<file path="src/rtl/alu_issue_buffer.sv">
// -----------------------------------------------------------------------------
// alu_issue_buffer
//
// Issue stage sitting directly in front of the execute ALU. Operand pairs and
// an op code arrive from decode/register-read over a valid/ready handshake and
// are queued in a small FIFO. The head entry is driven to the ALU and held
// stable until the downstream stage consumes it with out_valid/out_ready.
// Multiply ops (ALUop 3'b111) are held back for MUL_HOLD cycles before
// out_valid rises, giving the combinational multiplier path time to settle.
//
// Parameters
//   n         MSB index of operand data (operands are n+1 bits wide)
//   DEPTH     FIFO entries, power of two, >= 2
//   MUL_HOLD  settle cycles in front of a multiply op (0 = no delay)
//
// Ports
//   clk        rising-edge clock
//   rst        asynchronous, active-low reset
//   in_valid   upstream entry valid
//   in_ready   buffer can accept an entry (equals !full)
//   in0_i      operand 0 from upstream
//   in1_i      operand 1 from upstream
//   ALUop_i    op code from upstream
//   in0        head operand 0 to the ALU (zero when empty)
//   in1        head operand 1 to the ALU (zero when empty)
//   ALUop      head op code to the ALU (zero when empty)
//   out_valid  head entry is presented and settled
//   out_ready  downstream consumes the head this cycle
//   count      current occupancy, 0..DEPTH
// -----------------------------------------------------------------------------
module alu_issue_buffer #(
    parameter int n        = 31,
    parameter int DEPTH    = 4,
    parameter int MUL_HOLD = 2
) (
    input  logic                     clk,
    input  logic                     rst,
    input  logic                     in_valid,
    output logic                     in_ready,
    input  logic [n:0]               in0_i,
    input  logic [n:0]               in1_i,
    input  logic [2:0]               ALUop_i,
    output logic [n:0]               in0,
    output logic [n:0]               in1,
    output logic [2:0]               ALUop,
    output logic                     out_valid,
    input  logic                     out_ready,
    output logic [$clog2(DEPTH):0]   count
);

    localparam int         PW      = $clog2(DEPTH);
    localparam int         CW      = (MUL_HOLD > 1) ? $clog2(MUL_HOLD) : 1;
    localparam logic [2:0] OP_MUL  = 3'b111;
    localparam bit         HOLD_EN = (MUL_HOLD > 0);

    typedef enum logic [1:0] {
        IDLE    = 2'd0,
        SETTLE  = 2'd1,
        PRESENT = 2'd2
    } state_t;

    state_t          state_reg, state_next;
    logic [PW-1:0]   wr_ptr_reg, rd_ptr_reg;
    logic [PW-1:0]   rd_ptr_inc;
    logic [PW:0]     count_reg, count_next;
    logic [CW-1:0]   settle_reg, settle_next;

    logic [n:0]      mem_in0 [DEPTH];
    logic [n:0]      mem_in1 [DEPTH];
    logic [2:0]      mem_op  [DEPTH];

    logic            full, empty, push, pop;
    logic [2:0]      next_op;

    assign full      = (count_reg == (PW+1)'(DEPTH));
    assign empty     = (count_reg == '0);
    assign in_ready  = !full;
    assign out_valid = (state_reg == PRESENT);
    assign push      = in_valid && !full;
    // out_valid is only ever high with a non-empty buffer, so pop never underflows.
    assign pop       = out_valid && out_ready;
    assign count     = count_reg;
    assign rd_ptr_inc = rd_ptr_reg + PW'(1);

    // Head is read combinationally; forcing zeros when empty keeps stale
    // (or never-written) storage off the ALU inputs.
    assign in0   = empty ? '0 : mem_in0[rd_ptr_reg];
    assign in1   = empty ? '0 : mem_in1[rd_ptr_reg];
    assign ALUop = empty ? '0 : mem_op[rd_ptr_reg];

    // Op that becomes the head after a pop. With a single entry left, the only
    // possible successor is the entry being pushed in this same cycle, which is
    // not in storage yet, so bypass it from the input.
    assign next_op = (count_reg > (PW+1)'(1)) ? mem_op[rd_ptr_inc] : ALUop_i;

    // Storage carries no reset: empty gating above hides its contents.
    always_ff @(posedge clk) begin
        if (push) begin
            mem_in0[wr_ptr_reg] <= in0_i;
            mem_in1[wr_ptr_reg] <= in1_i;
            mem_op[wr_ptr_reg]  <= ALUop_i;
        end
    end

    always_comb begin
        count_next = count_reg;
        case ({push, pop})
            2'b10:   count_next = count_reg + (PW+1)'(1);
            2'b01:   count_next = count_reg - (PW+1)'(1);
            default: count_next = count_reg;
        endcase
    end

    always_ff @(posedge clk or negedge rst) begin
        if (!rst) begin
            wr_ptr_reg <= '0;
            rd_ptr_reg <= '0;
            count_reg  <= '0;
            state_reg  <= IDLE;
            settle_reg <= '0;
        end else begin
            // DEPTH is a power of two, so pointers wrap by natural overflow.
            if (push) wr_ptr_reg <= wr_ptr_reg + PW'(1);
            if (pop)  rd_ptr_reg <= rd_ptr_inc;
            count_reg  <= count_next;
            state_reg  <= state_next;
            settle_reg <= settle_next;
        end
    end

    always_comb begin
        state_next  = state_reg;
        settle_next = settle_reg;
        case (state_reg)
            IDLE: begin
                if (!empty) begin
                    if (HOLD_EN && (ALUop == OP_MUL)) begin
                        state_next  = SETTLE;
                        settle_next = CW'(MUL_HOLD - 1);
                    end else begin
                        state_next = PRESENT;
                    end
                end
            end
            SETTLE: begin
                if (settle_reg == '0) begin
                    state_next = PRESENT;
                end else begin
                    settle_next = settle_reg - CW'(1);
                end
            end
            PRESENT: begin
                if (pop) begin
                    if (count_next == '0) begin
                        state_next = IDLE;
                    end else if (HOLD_EN && (next_op == OP_MUL)) begin
                        state_next  = SETTLE;
                        settle_next = CW'(MUL_HOLD - 1);
                    end
                end
            end
            default: begin
                state_next  = IDLE;
                settle_next = '0;
            end
        endcase
    end

endmodule

</file>
<file path="config.mk">
export PLATFORM = sky130hd
export DESIGN_NAME = alu_issue_buffer
export DESIGN_NICKNAME = d
export VERILOG_FILES = /design/src/rtl/alu_issue_buffer.sv
export SDC_FILE = /design/constraint.sdc
export NUM_CORES = 1
export LEC_CHECK = 0
export ABC_AREA = 1
export ABC_CLOCK_PERIOD_IN_PS = 5100
export BUFFER_PORTS_ARGS = -buffer_cell sky130_fd_sc_hd__buf_4
export CAP_MARGIN = 0
export CORE_MARGIN = 4
export CORE_UTILIZATION = 55
export CTS_CLUSTER_SIZE = 8
export DETAILED_ROUTE_END_ITERATION = 8
export GPL_ROUTABILITY_DRIVEN = 0
export PLACE_DENSITY = 0.76
export SLEW_MARGIN = 20
export SYNTH_ARGS = -nofsm -noshare
export SYNTH_HDL_FRONTEND = slang
export SYNTH_SLANG_ARGS = --single-unit
</file>
<file path="constraint.sdc">
create_clock -name clk -period 5.1 [get_ports clk]
set_input_delay 1.02 -clock clk [delete_from_list [all_inputs] [get_ports clk]]
set_output_delay 1.02 -clock clk [all_outputs]
set_load 0.05 [all_outputs]
</file>
==> metrics.md <==
| Metric | Value |
|---|---|
| Post-synth EDFFs | 268 |
| Cts bufs inserted | 40 |
| Per-cell routed wire length | 17.8 µm |
| Final wirelength | 24000 µm |
| CTS tree | done |
| Status | complete, no violations |
| # resized after CTS | 0 |
| Hold Crit Class | input port to async pin |
| Share of cells above drive strength 1 | 19.4% |
| Yosys top cell by area | edfxtp_1 |
| Tightest Pin Transition | 913 ps |
| Filler cells | 1413 |
| Top flop regs | mem_in0 (128), mem_in1 (128), mem_op (12) |
| WP data required | 4080 ps |
| Via count | 7297 |
| RSZ-0062 raised after global routing | false |
| Worst Path Arrival | 3030 ps |
| Via density | 5.41 |
| Clk buf depth | 3 |
| Initial Util | 56.7% |
| Crit path time final | 4050 ps |
| Initial antenna violation count | 0 |
| Commonest non-fill, non-tap cell in the layout | edfxtp_1 |
| Worst-path cell chain | buf_4, nor2_1, nor2_1, o21ai_0, a21oi_1, buf_4 |
| Synth top area share | 71.7% |
| Crit-path leading delay family | buffers and inverters |
| Final setup violating endpoints | 0 |
| Ranking of synthesized cells by area | edfxtp_1, nor2_1, o21ai_1, a21oi_1, o21ai_0 |
| Worst-Skew Late Latency | 510 ps |
| Most frequent cells in the layout | edfxtp_1, nor2_1, buf_4 |
| Vias in the first global route | 7134 |
| GR Util met3 | 4.85% |
| Ys async rst share | 3.60% |
| Crit path launch type | flop |
| IO Pins | 143 |
| Fmax | 247 MHz |
| Area grow syn2layout | 21.0% |
| Mapped Area | 11200 µm² |
| Rel. slew slack | 39.1% |
| Worst path slowest cell | dfrtp_4 |
| Global-route wire length before repair | 37200 µm |
| Ant diodes | 0 |
| Largest stage delay on the critical path | 900 ps |
| Core area | 19800 µm² |
| Worst Path Buf+Inv | 2 |
| GR peak layer | met2 |
| Crit share post-route | 79.4% |
| Clk slew on worst S/H paths | 50 ps |
| ANT nets after route | 0 |
| Util after Layout | 68.6% |
| Post-layout nets | 1160 |
| Final hold vios | 0 |
| Pin count of the biggest net entering global routing | 78 |
| Yosys reg bits | 278 |
| Total Routing Usage GR | 21.2% |
| Clock Skew | 17.1 ps |
| # port buffers | 142 |
| Die Ht | 151 µm |
| CTS root buf | clkbuf_16 |
| Dpl hpwl | 13500 µm |
| M1 GR Usage | 27.3% |
| Row count | 51 |
| Clock Sinks | 278 |
| Syn nets | 1013 |
| Crit Path Category | flop to output pin |
| DRC Markers | 0 |
| Max FO, Critical Path | 73 |
| Synth cell types | 22 |
| Cells after Synth | 931 |
| Post CTS Setup Buffer Count | 0 |
| Max-cap violations | 0 |
| CP Capture Type | output pin |
| CTS Hold Buffers Added | 0 |
| GRT met2 Usage | 35.7% |
| DIE AREA | 22700 µm² |
| Mapped Avg Cell Area | 12.0 µm² |
| Setup_tns | 0 ps |
| Drt pass-1 iters | 5 |
| Final Max Slew Viols | 0 |
| YS warnings | 0 |
| Sequential element share of the synthesized area | 74.0% |
| Iter 0 DRT Violations | 458 |
| H-Tree Depth | 2 |
| Top FF cell, synth | edfxtp_1 |
| Die W | 151 µm |
| GRT overflow | 0 |
## per-layer routing
metal / routed length, µm / up-vias
met2: 12000 / 272
met3: 1930 / 43
li1: - / 3504
met1: 9530 / 3478
met4: 535 / 0
met5: 0 / -
## synth_stat cells (8+ instances only)
library cell / count
inv_1: 40
a21oi_1: 68
clkbuf_1: 14
nand2_1: 57
o21ai_0: 52
nand3_1: 13
edfxtp_1: 268
buf_2: 21
buf_4: 8
nor2_1: 268
o21ai_1: 81
dfrtp_1: 10
ha_1: 11
## path summary, 6_finish.rpt
path	from	to	slack, ps	depth (start not counted)
min in group clk	settle_reg	settle_reg	510	2
worst min-delay path	rst	count[1]	340	1
worst min register to register	settle_reg	settle_reg	510	2
worst max register to register	count[0]	mem_in1[1][26]	2480	6
worst max-delay path	rd_ptr_reg[0]	in1[14]	1050	6
max in group asynchronous	rst	rd_ptr_reg[0]	4590	1
## stage by stage
| stage | worst slack (ps) | cells | hold slack, ps | cell area (µm²) |
|---|---|---|---|---|
| 5_1_grt | 764 | 1350 | 329 | 13600 |
| 2_1_floorplan | 43.2 | 931 | 463 | 11200 |
| 3_3_place_gp | 1630 | 1301 | 488 | 12500 |
| 6_report | 1050 | 1350 | 335 | 13600 |
| 4_1_cts | 1000 | 1350 | 324 | 13600 |
| 3_5_place_dp | 1560 | 1301 | 494 | 12500 |
## kinds of logic (layout without fill, tap and decap cells)
logic type	Yosys count	count (layout)	share of synthesized area, %
adder cells (fa/ha/maj)	11	11	1.23
AND/OR/NAND/NOR	343	343	11.7
XOR/XNOR	3	3	0.234
AO/OA/AOI/OAI	203	203	9.09
flip-flops	278	278	74.0
buffers and inverters	93	247	3.75
## area by class of cell
class                   count  area (µm²)  area share (%)
inverters                  42         161            1.19
multi-input cells         560        2530            18.6
flip-flops and latches    278        8300            61.2
repair buffers            156        1200            8.81
well taps                 265         332            2.44
clock buffers              49        1060            7.78
Power is left out: the tool's default activity adds up to more than one toggle a clock period on the data nets, which glitch-free logic cannot reach.
